## src/rtl/pong_vram_dp_if.sv

```systemverilog
// Bus bundle for the pong video RAM: CPU port (s1) and video scan port (s2).
interface pong_vram_dp_if #(
  parameter int ADDR_W = 7,
  parameter int DATA_W = 8
);
  logic [ADDR_W-1:0] s1_address;
  logic              s1_chipselect;
  logic              s1_read;
  logic              s1_write;
  logic [DATA_W-1:0] s1_writedata;
  logic              s1_waitrequest;
  logic [DATA_W-1:0] s1_readdata;
  logic              s1_readdatavalid;
  logic [ADDR_W-1:0] s2_address;
  logic              s2_read;
  logic [DATA_W-1:0] s2_readdata;
  logic              s2_readdatavalid;

  modport master (
    output s1_address, s1_chipselect, s1_read, s1_write, s1_writedata,
    input  s1_waitrequest, s1_readdata, s1_readdatavalid,
    output s2_address, s2_read,
    input  s2_readdata, s2_readdatavalid
  );

  modport slave (
    input  s1_address, s1_chipselect, s1_read, s1_write, s1_writedata,
    output s1_waitrequest, s1_readdata, s1_readdatavalid,
    input  s2_address, s2_read,
    output s2_readdata, s2_readdatavalid
  );
endinterface

```

## src/rtl/pong_vram_dp.sv

```systemverilog
// Pong video RAM: CPU read/write port, never-stalled video read port and a
// clear engine that fills the whole memory with CLEAR_VALUE after reset or on
// request. The CPU port stalls while clearing; the video port sees CLEAR_VALUE.
module pong_vram_dp #(
  parameter int              DATA_W      = 8,
  parameter int              DEPTH       = 96,
  parameter int              ADDR_W      = 7,
  parameter logic [DATA_W-1:0] CLEAR_VALUE = '0
) (
  input  logic          clk,
  input  logic          reset_n,
  pong_vram_dp_if.slave bus,
  input  logic          clear_req,
  output logic          busy
);

  typedef enum logic {ST_CLEAR, ST_IDLE} state_t;

  localparam logic [ADDR_W-1:0] LAST_ADDR = ADDR_W'(DEPTH - 1);
  localparam logic [ADDR_W:0]   DEPTH_EXT = (ADDR_W + 1)'(DEPTH);

  state_t            state_reg, state_next;
  logic [ADDR_W-1:0] ptr_reg, ptr_next;

  logic              s1_in_range, s2_in_range;
  logic              s1_wr_acc, s1_rd_acc;
  logic              mem_we;
  logic [ADDR_W-1:0] mem_waddr;
  logic [DATA_W-1:0] mem_wdata;

  logic [DATA_W-1:0] mem [0:DEPTH-1];

  // State and clear pointer register; reset restarts the clear from word 0.
  always_ff @(posedge clk or negedge reset_n) begin
    if (!reset_n) begin
      state_reg <= ST_CLEAR;
      ptr_reg   <= '0;
    end else begin
      state_reg <= state_next;
      ptr_reg   <= ptr_next;
    end
  end

  // Next state: clear walks the pointer to the last word, then idles until requested.
  always_comb begin
    state_next = state_reg;
    ptr_next   = ptr_reg;
    case (state_reg)
      ST_CLEAR: begin
        if (ptr_reg == LAST_ADDR) begin
          state_next = ST_IDLE;
          ptr_next   = '0;
        end else begin
          ptr_next = ptr_reg + 1'b1;
        end
      end
      default: begin
        if (clear_req) begin
          state_next = ST_CLEAR;
          ptr_next   = '0;
        end
      end
    endcase
  end

  assign busy               = (state_reg == ST_CLEAR);
  assign bus.s1_waitrequest = busy;

  assign s1_in_range = {1'b0, bus.s1_address} < DEPTH_EXT;
  assign s2_in_range = {1'b0, bus.s2_address} < DEPTH_EXT;
  // A write wins over a simultaneous read; the read is simply dropped.
  assign s1_wr_acc   = bus.s1_chipselect & bus.s1_write & ~busy;
  assign s1_rd_acc   = bus.s1_chipselect & bus.s1_read & ~bus.s1_write & ~busy;

  // Single write port shared by the clear engine and the CPU (mutually exclusive by state).
  always_comb begin
    mem_we    = 1'b0;
    mem_waddr = bus.s1_address;
    mem_wdata = bus.s1_writedata;
    if (busy) begin
      mem_we    = 1'b1;
      mem_waddr = ptr_reg;
      mem_wdata = CLEAR_VALUE;
    end else if (s1_wr_acc && s1_in_range) begin
      mem_we = 1'b1;
    end
  end

  // Memory array write; contents are only defined once a clear has completed.
  always_ff @(posedge clk) begin
    if (mem_we) begin
      mem[mem_waddr] <= mem_wdata;
    end
  end

  // CPU read port: one-cycle latency, data held between strobes, 0 beyond DEPTH.
  always_ff @(posedge clk or negedge reset_n) begin
    if (!reset_n) begin
      bus.s1_readdatavalid <= 1'b0;
      bus.s1_readdata      <= '0;
    end else begin
      bus.s1_readdatavalid <= s1_rd_acc;
      if (s1_rd_acc) begin
        bus.s1_readdata <= s1_in_range ? mem[bus.s1_address] : '0;
      end
    end
  end

  // Video read port: read-before-write against a same-cycle CPU write; CLEAR_VALUE while clearing.
  always_ff @(posedge clk or negedge reset_n) begin
    if (!reset_n) begin
      bus.s2_readdatavalid <= 1'b0;
      bus.s2_readdata      <= '0;
    end else begin
      bus.s2_readdatavalid <= bus.s2_read;
      if (bus.s2_read) begin
        if (busy) begin
          bus.s2_readdata <= CLEAR_VALUE;
        end else begin
          bus.s2_readdata <= s2_in_range ? mem[bus.s2_address] : '0;
        end
      end
    end
  end

endmodule

```

## src/flat_wrapper.sv

```systemverilog
// flat-port wrapper written by rule: the top's interface ports become plain ports
module pong_vram_dp_flat 
#(
  parameter int              DATA_W      = 8,
  parameter int              DEPTH       = 96,
  parameter int              ADDR_W      = 7,
  parameter logic [DATA_W-1:0] CLEAR_VALUE = '0
)
  (clk, reset_n, clear_req, busy, bus_s1_address, bus_s1_chipselect, bus_s1_read, bus_s1_write, bus_s1_writedata, bus_s1_waitrequest, bus_s1_readdata, bus_s1_readdatavalid, bus_s2_address, bus_s2_read, bus_s2_readdata, bus_s2_readdatavalid);
  pong_vram_dp_if #(.ADDR_W(ADDR_W), .DATA_W(DATA_W)) bus_i ();
  input  logic clk;
  input  logic reset_n;
  input  logic clear_req;
  output logic busy;
  input wire logic [$bits(bus_i.s1_address)-1:0] bus_s1_address;
  input wire logic [$bits(bus_i.s1_chipselect)-1:0] bus_s1_chipselect;
  input wire logic [$bits(bus_i.s1_read)-1:0] bus_s1_read;
  input wire logic [$bits(bus_i.s1_write)-1:0] bus_s1_write;
  input wire logic [$bits(bus_i.s1_writedata)-1:0] bus_s1_writedata;
  output wire logic [$bits(bus_i.s1_waitrequest)-1:0] bus_s1_waitrequest;
  output wire logic [$bits(bus_i.s1_readdata)-1:0] bus_s1_readdata;
  output wire logic [$bits(bus_i.s1_readdatavalid)-1:0] bus_s1_readdatavalid;
  input wire logic [$bits(bus_i.s2_address)-1:0] bus_s2_address;
  input wire logic [$bits(bus_i.s2_read)-1:0] bus_s2_read;
  output wire logic [$bits(bus_i.s2_readdata)-1:0] bus_s2_readdata;
  output wire logic [$bits(bus_i.s2_readdatavalid)-1:0] bus_s2_readdatavalid;
  assign bus_i.s1_address = bus_s1_address;
  assign bus_i.s1_chipselect = bus_s1_chipselect;
  assign bus_i.s1_read = bus_s1_read;
  assign bus_i.s1_write = bus_s1_write;
  assign bus_i.s1_writedata = bus_s1_writedata;
  assign bus_s1_waitrequest = bus_i.s1_waitrequest;
  assign bus_s1_readdata = bus_i.s1_readdata;
  assign bus_s1_readdatavalid = bus_i.s1_readdatavalid;
  assign bus_i.s2_address = bus_s2_address;
  assign bus_i.s2_read = bus_s2_read;
  assign bus_s2_readdata = bus_i.s2_readdata;
  assign bus_s2_readdatavalid = bus_i.s2_readdatavalid;
  pong_vram_dp #(.DATA_W(DATA_W), .DEPTH(DEPTH), .ADDR_W(ADDR_W), .CLEAR_VALUE(CLEAR_VALUE)) u_core (.clk(clk), .reset_n(reset_n), .bus(bus_i), .clear_req(clear_req), .busy(busy));
endmodule
```

## config.mk

```make
export PLATFORM = sky130hd
export DESIGN_NAME = pong_vram_dp_flat
export DESIGN_NICKNAME = d
export VERILOG_FILES = /design/src/rtl/pong_vram_dp_if.sv /design/src/rtl/pong_vram_dp.sv /design/src/flat_wrapper.sv
export SDC_FILE = /design/constraint.sdc
export NUM_CORES = 1
export LEC_CHECK = 0
export CAP_MARGIN = 20
export CORE_AREA = 4 4 257 259
export DETAILED_ROUTE_END_ITERATION = 8
export DIE_AREA = 0 0 261 263
export MAX_ROUTING_LAYER = met4
export PLACE_DENSITY = 0.76
export SLEW_MARGIN = 10
export SYNTH_ARGS = -nofsm -noshare
export SYNTH_HDL_FRONTEND = slang
export SYNTH_SLANG_ARGS = --single-unit
```

## constraint.sdc

```tcl
create_clock -name clk -period 5.8 [get_ports clk]
set_input_delay 0.58 -clock clk [delete_from_list [all_inputs] [get_ports clk]]
set_output_delay 0.58 -clock clk [all_outputs]
set_load 0.005 [all_outputs]
```

# --- Yosys cells after proc, flatten, opt, wreduce, memory -nomap -nowiden ---
# Memories as Yosys holds them, arrays and structs flattened.
# Index checks and enable logic that the tools add are counted.
op_classes:
  addsub: 1
  magnitude_cmp: 2
  eq_ne: 2
  mux: 15
  bitwise_logic: 7
  n_reduce_logical: 1
op_table:
  columns: ["operator", "count"]
  rows:
  - ["two-way mux 8 bit", 4]
  - ["two-way mux 7 bit", 4]
  - ["less-than comparator 7 bit, second input constant", 2]
  - ["adder 7 x 1 -> 7 bit, second input constant", 1]
  - ["equality test 7 bit, second input constant", 1]
  - ["two-way mux 1 bit", 7]
  - ["bitwise AND 1 bit", 5]
  - ["inequality test 2 bit, second input constant", 1]
  - ["inverter 1 bit", 2]
  - ["logical AND 1 bit", 1]
word_totals:
  reg_bits: 26
  mem_bits_rw: 768
  inputBits: 29
  out_inout_bits: 20
  elab_cells: 35
  n_memories: 1
memory_table:
  columns: ["name", "depth", "word_bits", "rd", "rd_ports_with_merged_regs", "write_ports", "line", "source"]
  rows:
  - ["u_core.mem", 96, 8, 2, 0, 1, "pong_vram_dp.sv:31", "logic [DATA_W-1:0] mem [0:DEPTH-1];"]

# --- Longest topological paths before layout ---
# Gate-level depths: netlist of run 1.
depth:
  ltp_word: 7
  ltp_mapped: 11
  depth_no_buf: 6

# --- Worst setup path after synthesis of run 1 ---
# OpenSTA, ideal clock, no wires.
synth_path:
  path_kind: "input to register"
  from: "input port bus_s1_address[0]"
  to: "memory u_core.mem[17][0], enable pin"
  arrival_ns: 2.428
  path_slack_ns: 3.002
  path_stages: 9
  path_buffers: 5
  path_cell_list: "buf_6 > buf_12 > buf_8 > buf_6 > buf_6 > inv_1 > o32ai_2 > nand3_2 > nor2_1"
synth_via:
  elab_chain_len: 6
  word_cells_on_any_way: 7
  classes_between: "1 x order compare; 5 x mux; 1 x reduce/logical"
synth_lines:
  columns: ["item", "line", "source"]
  rows:
  - ["from (decl)", "flat_wrapper.sv:15", "input wire logic [$bits(bus_i.s1_address)-1:0] bus_s1_address;"]
  - ["less-than comparator 7 bit", "pong_vram_dp.sv:69", "assign s1_in_range = {1'b0, bus.s1_address} < DEPTH_EXT;"]
  - ["logical AND 1 bit", "pong_vram_dp.sv:84", "end else if (s1_wr_acc && s1_in_range) begin"]
  - ["two-way mux 1 bit", "pong_vram_dp.sv:84", null]
  - ["two-way mux 1 bit", "pong_vram_dp.sv:80", "if (busy) begin"]
  - ["two-way mux 1 bit", "pong_vram_dp.sv:91", "if (mem_we) begin"]
  - ["two-way mux 1 bit (not written as such)", "pong_vram_dp.sv:92", "mem[mem_waddr] <= mem_wdata;"]
  - ["to (decl)", "pong_vram_dp.sv:31", null]
# Several ways; a longest one is shown, not always the timed one.

# --- Worst setup path after layout of run 1 ---
layout_path:
  from: "register u_core.state_reg"
  to: "memory u_core.mem[26][3], enable pin"
layout_via:
  elab_chain_len: 6
  word_cells_on_any_way: 7
  classes_between: "5 x mux; 1 x bitwise; 1 x reduce/logical"
layout_lines:
  columns: ["item", "line", "source"]
  rows:
  - ["from (decl)", "pong_vram_dp.sv:22", "state_t state_reg, state_next;"]
  - ["from (signal assigned)", "pong_vram_dp.sv:39", "state_reg <= state_next;"]
  - ["bitwise AND 1 bit", "pong_vram_dp.sv:72", "assign s1_wr_acc = bus.s1_chipselect & bus.s1_write & ~busy;"]
  - ["logical AND 1 bit", "pong_vram_dp.sv:84", null]
  - ["two-way mux 1 bit", "pong_vram_dp.sv:84", null]
  - ["two-way mux 1 bit", "pong_vram_dp.sv:80", null]
  - ["two-way mux 1 bit", "pong_vram_dp.sv:91", null]
  - ["two-way mux 1 bit (not written as such)", "pong_vram_dp.sv:92", null]
# Several ways; a longest one is shown, not always the timed one.

==> results of run 1 <==
==> per-stage QoR <==
stage	util [%]	cell area [um^2]	setup WS (ns)	power, mW
3_5_place_dp	60.8	38900	1.73	9.23
6_report	65.3	41700	2.05	14.7
5_1_grt	65.3	41700	1.96	15.1
2_1_floorplan	-	38000	3.00	8.27
3_3_place_gp	60.8	38800	1.76	9.18
4_1_cts	65.2	41600	1.88	14.6
==> report_power, final <==
group	internal (mW)	switching [mW]	total [mW]	leakage, nW
combinational	0.693	1.55	2.24	5.28
clock	3.26	2.22	5.48	1.33
sequential	6.76	0.214	6.97	7.46
total	10.7	3.98	14.7	14.1
==> kinds of logic after synthesis <==
| kind of cell | count (synthesis) |
|---|---|
| buffers and inverters | 168 |
| AO/OA/AOI/OAI | 360 |
| XOR/XNOR | 2 |
| AND/OR/NAND/NOR | 310 |
| adder cells (fa/ha/maj) | 1 |
| multiplexers | 598 |
| flip-flops | 794 |
==> cell usage after synthesis, types with 5 or more instances <==
library cell  count
buf_1             9
o22ai_1          62
mux2_2           44
buf_4            17
mux2i_1         328
a221oi_1         63
or2_2             5
a211oi_1         12
a222oi_1          5
buf_2            28
buf_8             9
nand2_1          63
mux4_2          214
edfxtp_1        768
a22o_1           66
a31oi_1          11
a32o_1           18
nor2_1          129
a22oi_1          40
nand3_1          36
nor4_1            8
mux4_1            9
and2_1           12
nand3b_1          7
buf_6            42
nand2b_1         12
dfrtp_1          26
o21ai_0          32
nor2b_1          18
a21oi_1          21
clkbuf_1         52
==> worst paths after layout <==
| check | endpoint | slack, ns | cells after the start |
|---|---|---|---|
| hold / removal | u_core.ptr_reg[5] | 0.54 | 1 |
| max in group asynchronous | u_core.bus.s2_readdata[5] | 4.67 | 2 |
| min in group asynchronous | u_core.bus.s1_readdata[4] | 0.65 | 2 |
| setup reg to reg | u_core.mem[26][3] | 2.05 | 4 |
| hold reg to reg | u_core.ptr_reg[5] | 0.54 | 1 |
| setup / recovery | u_core.mem[26][3] | 2.05 | 4 |
==> final cells by class <==
| type | count | area (um^2) |
|---|---|---|
| flip-flops and latches | 794 | 23700 |
| fillers | 4365 | 22200 |
| multi-input cells | 1271 | 13200 |
| clock buffers | 106 | 2280 |
| well taps | 855 | 1070 |
| repair buffers | 100 | 962 |
| clock inverters | 41 | 503 |
| diodes | 9 | 22.5 |
| inverters | 5 | 18.8 |
==> routing by layer <==
layer / global-route usage [%] / wire length [um] / up-vias
met2: 50.4 / 52700 / 2004
met5: - / 0 / -
met4: 13.4 / 5780 / 0
li1: - / - / 9405
met3: 9.00 / 14700 / 370
met1: 45.8 / 41100 / 12141
==> repair_timing <==
item                      4_1_cts  5_1_grt
hold buffers                    1        0
hold endpoints to repair       26        0
resized for setup               0        0
==> key figures, run 1 <==
Outcome
  – Outcome: completed

Floorplan
  – Chip width: about 260 um
  – Core footprint: 63900 um^2
  – DIE AREA: 68600 um^2
  – Initial Util: around 60%
  – DIE HEIGHT: about 260 um
  – I/O pins: 49
  – Rows: between 90 and 100

Synth
  – Synth unique cells: 71
  – FFs w/ async S/R, synth: 3.27%
  – Xor-xnor portion of the synthesized cell area: 0.0460%
  – Synthesized area per cell: 17.0 um^2
  – Seq/Total Area, Yosys: 62.3%
  – Synth top area share: around three fifths
  – Post-Synth Adder-Cell Area: less than 1%
  – Ys Warns: 0
  – Synth area leader: edfxtp_1
  – Post-Synthesis Cells: 2233
  – Post-synthesis simple-gate area fraction: 3.81%
  – Main combinational cell family by area after synthesis: multiplexers
  – Cell Area, Synth: 38000 um^2
  – Area contributors post-synth: edfxtp_1, mux4_2, mux2i_1
  – Post-Syn Nets: between 2000 and 2500
  – Post-synthesis compound-gate area fraction: 7.26%
  – Register bit count reported by yosys: slightly below 800
  – Ys flop type: edfxtp_1
  – Number of flops mapped to enable cells by yosys: roughly 770
  – Mux cell area share after synthesis: 23.3%

STA
  – Skew final: 0.0172 ns
  – Rel. slew slack: a little over 20%
  – FMAX: ~0.27 GHz
  – Final setup viols: 0
  – RSZ-0062 raised after global routing: no
  – Final hold vios: 0
  – Slew @ Worst Pin: 1.19 ns
  – Max-slew violation count: 0
  – Tmin final: 3.75 ns
  – Setup TNS after final layout: 0 ns
  – Final period util: between 60 and 70%
  – Worst hold margin: 0.540 ns

Placement
  – Post-placement cell count: 3021
  – Routability Congestion: 1.04
  – Detailed placer's ending HPWL: 74900 um
  – Number of I/O port buffers: 48

Clock network
  – Clk_lat worst skew: 0.63 ns
  – TritonCTS Buffers: 83
  – Reg clk slew, reported paths: 0.06 ns
  – CTS Root Cell: clkbuf_16
  – Htree depth: 3
  – Clock Tree Buf Depth: 3
  – Postcts setup bufs: 0
  – CTS tree: built
  – Clk sinks: about 800

Setup path
  – Critical path launch point type: register
  – R2r startpoint: u_core.state_reg
  – Crit-path slowest cell: nand3_1
  – CP delay by family, top: simple AND/OR/NAND/NOR gates
  – Crit-path max cell delay: roughly 1 ns
  – Crit-path cells: buf_16 -> mux2i_1 -> nand3_1 -> nor2_1
  – CP Data Required Time: 6.06 ns
  – Arrival @ worst endpoint: 4.00 ns
  – Crit Path Class: register to register
  – Setup crit end kind: register
  – Worst path buffer plus inverter count: 1
  – CP Max Fanout: 23
  – Critical path launch point: u_core.state_reg

Finish
  – Max FFs per register: between 700 and 800
  – Nets: 2285
  – Cell Count, Final, Fillers Out: 3181
  – Share of cells above drive strength 1: 20.2%
  – Area growth from synthesis to layout: 9.66%
  – Biggest register: u_core.mem
  – Commonest non-fill, non-tap cell in the layout: edfxtp_1
  – Most frequent cells in the layout: edfxtp_1, mux2i_1, mux4_2
  – Largest regs: u_core.mem x768, u_core.bus.s1_readdata x8, u_core.bus.s2_readdata x8

Routing
  – Routed Antenna Nets: 0
  – Via count: 23920
  – Via density per instance: 7.52
  – Average wire per standard cell: 35.9 um
  – Number of DRC markers in iteration 0: 4072
  – DRC Markers: 0
  – First-pass DRT Iterations: 6
  – DRT Wirelength: 114000 um

GRT
  – Largest net degree at the start of global routing: 88
  – Initial antenna violation count: 9
  – Overflow left after global routing: 0
  – Gr usage total: 34.0%
  – First-pass GRT wire length: 164000 um
  – Vias in the first global route: between 20000 and 25000

Power
  – Lkg Pwr: 14.1 nW
  – Power Dens Cells: 352 nW/um^2
  – Peak supply drop: 0.324 mV

Job
  – Max_cap viols: 0

Min path
  – Classification of the worst-slack hold path: register to register
  – Hold Startpoint: u_core.ptr_reg[5]
Power figures use the tool's default switching activity.
==> run 2: changes to the inputs <==
--- a/config.mk
+++ b/config.mk
@@ -6,9 +6,9 @@
 export NUM_CORES = 1
 export LEC_CHECK = 0
 export CAP_MARGIN = 20
-export CORE_AREA = 4 4 257 259
+export CORE_AREA = 4 4 264 266
 export DETAILED_ROUTE_END_ITERATION = 8
-export DIE_AREA = 0 0 261 263
+export DIE_AREA = 0 0 268 270
 export MAX_ROUTING_LAYER = met4
 export PLACE_DENSITY = 0.76
 export SLEW_MARGIN = 10
==> constraint.sdc (replaced) <==
create_clock -name clk -period 3.1 [get_ports clk]
set_input_delay 0.31 -clock clk [delete_from_list [all_inputs] [get_ports clk]]
set_output_delay 0.31 -clock clk [all_outputs]
set_load 0.005 [all_outputs]
==> key figures, run 2 (same netlist as run 1, synthesis figures left out) <==
Clock network
  – Post-CTS Hold Buffers: 1
  – Clk sinks: 794
  – Clk_lat worst skew: 0.64 ns
  – Postcts setup bufs: 0
  – CTS Root Cell: clkbuf_16
  – CTS tree: built
  – Reg clk slew, reported paths: roughly 0.060 ns
  – Htree depth: 3
  – Post_cts resized: 0
  – Clock Tree Buf Depth: 3
  – TritonCTS Buffers: 82

Routing
  – First-pass DRT Iterations: 6
  – Routed Antenna Nets: 0
  – DRC Markers: 0
  – Number of DRC markers in iteration 0: around 3800
  – Via count: 24425
  – Via density per instance: a little over 7
  – Average wire per standard cell: ~34 um
  – DRT Wirelength: 116000 um

STA
  – FMAX: around 0.37 GHz
  – Skew final: ~0.024 ns
  – Final hold vios: 0
  – Setup TNS after final layout: 0 ns
  – Final setup viols: 0
  – Rel. slew slack: 19.5%
  – Max-slew violation count: 0
  – Tmin final: between 2 and 3 ns
  – RSZ-0062 raised after global routing: no
  – Final period util: 86.5%
  – Slew @ Worst Pin: 1.21 ns
  – Worst hold margin: between 0.3 and 0.4 ns

Min path
  – Classification of the worst-slack hold path: input pin to register
  – Hold Crit Depth: 1

Floorplan
  – Rows: 95
  – DIE AREA: 72400 um^2
  – I/O pins: 49
  – DIE HEIGHT: 270 um
  – Initial Util: 56.7%
  – Chip width: 268 um
  – Core footprint: 67000 um^2

GRT
  – Gr usage total: between 30% and 40%
  – Initial antenna violation count: 3
  – First-pass GRT wire length: 168000 um
  – Overflow left after global routing: 0
  – Vias in the first global route: 24257
  – Largest net degree at the start of global routing: 97

Placement
  – Area after DPL: 40700 um^2
  – Detailed placer's ending HPWL: 77900 um
  – Number of I/O port buffers: 48
  – Routability Congestion: 1.02

Finish
  – Area growth from synthesis to layout: 14.2%
  – Largest regs: u_core.mem x768, u_core.bus.s1_readdata x8, u_core.bus.s2_readdata x8
  – Nets: 2486
  – Biggest register: u_core.mem
  – Share of cells above drive strength 1: 26.4%
  – Commonest non-fill, non-tap cell in the layout: edfxtp_1
  – Most frequent cells in the layout: edfxtp_1, mux2i_1, buf_4
  – Final core occ: between 60% and 70%
  – Layout fillers: 4596
  – Final instance area: 43500 um^2
  – Max FFs per register: 768

Power
  – Final Total Pwr: approximately 27 mW
  – Peak supply drop: 0.474 mV
  – Lkg Pwr: roughly 15 nW
  – Power Dens Cells: about 630 nW/um^2

Setup path
  – CP Data Required Time: 3.61 ns
  – Worst path buffer plus inverter count: 0
  – Crit Path Class: register to register
  – Crit-path cells: mux4_2 -> mux2_2 -> o311ai_1 -> o22ai_1 -> a32o_1
  – CP Depth: 5
  – Arrival @ worst endpoint: 3.19 ns
  – R2r worst-path depth: 5
  – Setup crit end kind: register
  – CP delay by family, top: compound AO/OA/AOI/OAI gates
  – Crit-path max cell delay: 0.78 ns
  – Crit-path slowest cell: o311ai_1
  – CP Max Fanout: 2
  – Critical path launch point type: register

Outcome
  – Outcome: completed

Job
  – Max_cap viols: 0
## run 2: changes by cell type in the layout (fill, tap and decap cells not counted), sizes merged
cell / delta
clkinvlp: -6
diode: -5
clkbuf: -8
buf: +202
inv: +3
bufinv: -2
clkinv: +15
## run 2: layer usage
metal	up-vias	wire length (um)	part of all wire, %	GRT usage [%]
li1	9808	-	-	-
met5	-	0	0	-
met4	0	5890	5.1	14.2
met2	1780	54100	46	49.4
met1	12524	42600	37	43.8
met3	313	13900	12	7.75
## run 2: per-stage QoR
step           setup slack, ns  cells
6_report                 0.418   3398
5_1_grt                  0.381   3397
4_1_cts                  0.453   3392
3_5_place_dp            0.0410   3242
3_3_place_gp            0.0993   3242
2_1_floorplan            0.336   2233
## run 2: final timing paths
check | startpoint | end | slack [ns]
worst max-delay path | u_core.mem[33][2] | u_core.bus.s2_readdata[2] | 0.42
worst max register to register | u_core.mem[33][2] | u_core.bus.s2_readdata[2] | 0.42
worst min register to register | u_core.bus.s1_readdata[1] | u_core.bus.s1_readdata[1] | 0.52
worst min-delay path | bus_s2_read | u_core.bus.s2_readdatavalid | 0.32
max in group asynchronous | reset_n | u_core.bus.s2_readdata[0] | 2.29
min in group asynchronous | reset_n | u_core.bus.s1_readdata[5] | 0.37
## run 2: where the power goes
group	internal, mW	switching, mW	leakage [nW]
Sequential	12.6	0.366	7.46
Combinational	1.68	2.87	6.43
Clock	5.69	4.12	1.29
## run 2: layout make-up
cell class	count	area (um^2)	share of cell area [%]
repair buffers	302	2820	6.49
diodes	4	10.0	0.0230
clock inverters	51	503	1.16
well taps	873	1090	2.51
multi-input cells	1271	13200	30.3
clock buffers	98	2140	4.93
inverters	5	18.8	0.0432
flip-flops and latches	794	23700	54.6
## run 2: worst register-to-register path, cell delays in order (launching register included)
cell and delay (ns):
edfxtp_1 0.41, mux4_2 0.47, mux2_2 0.28, o311ai_1 0.78, o22ai_1 0.29, a32o_1 0.33
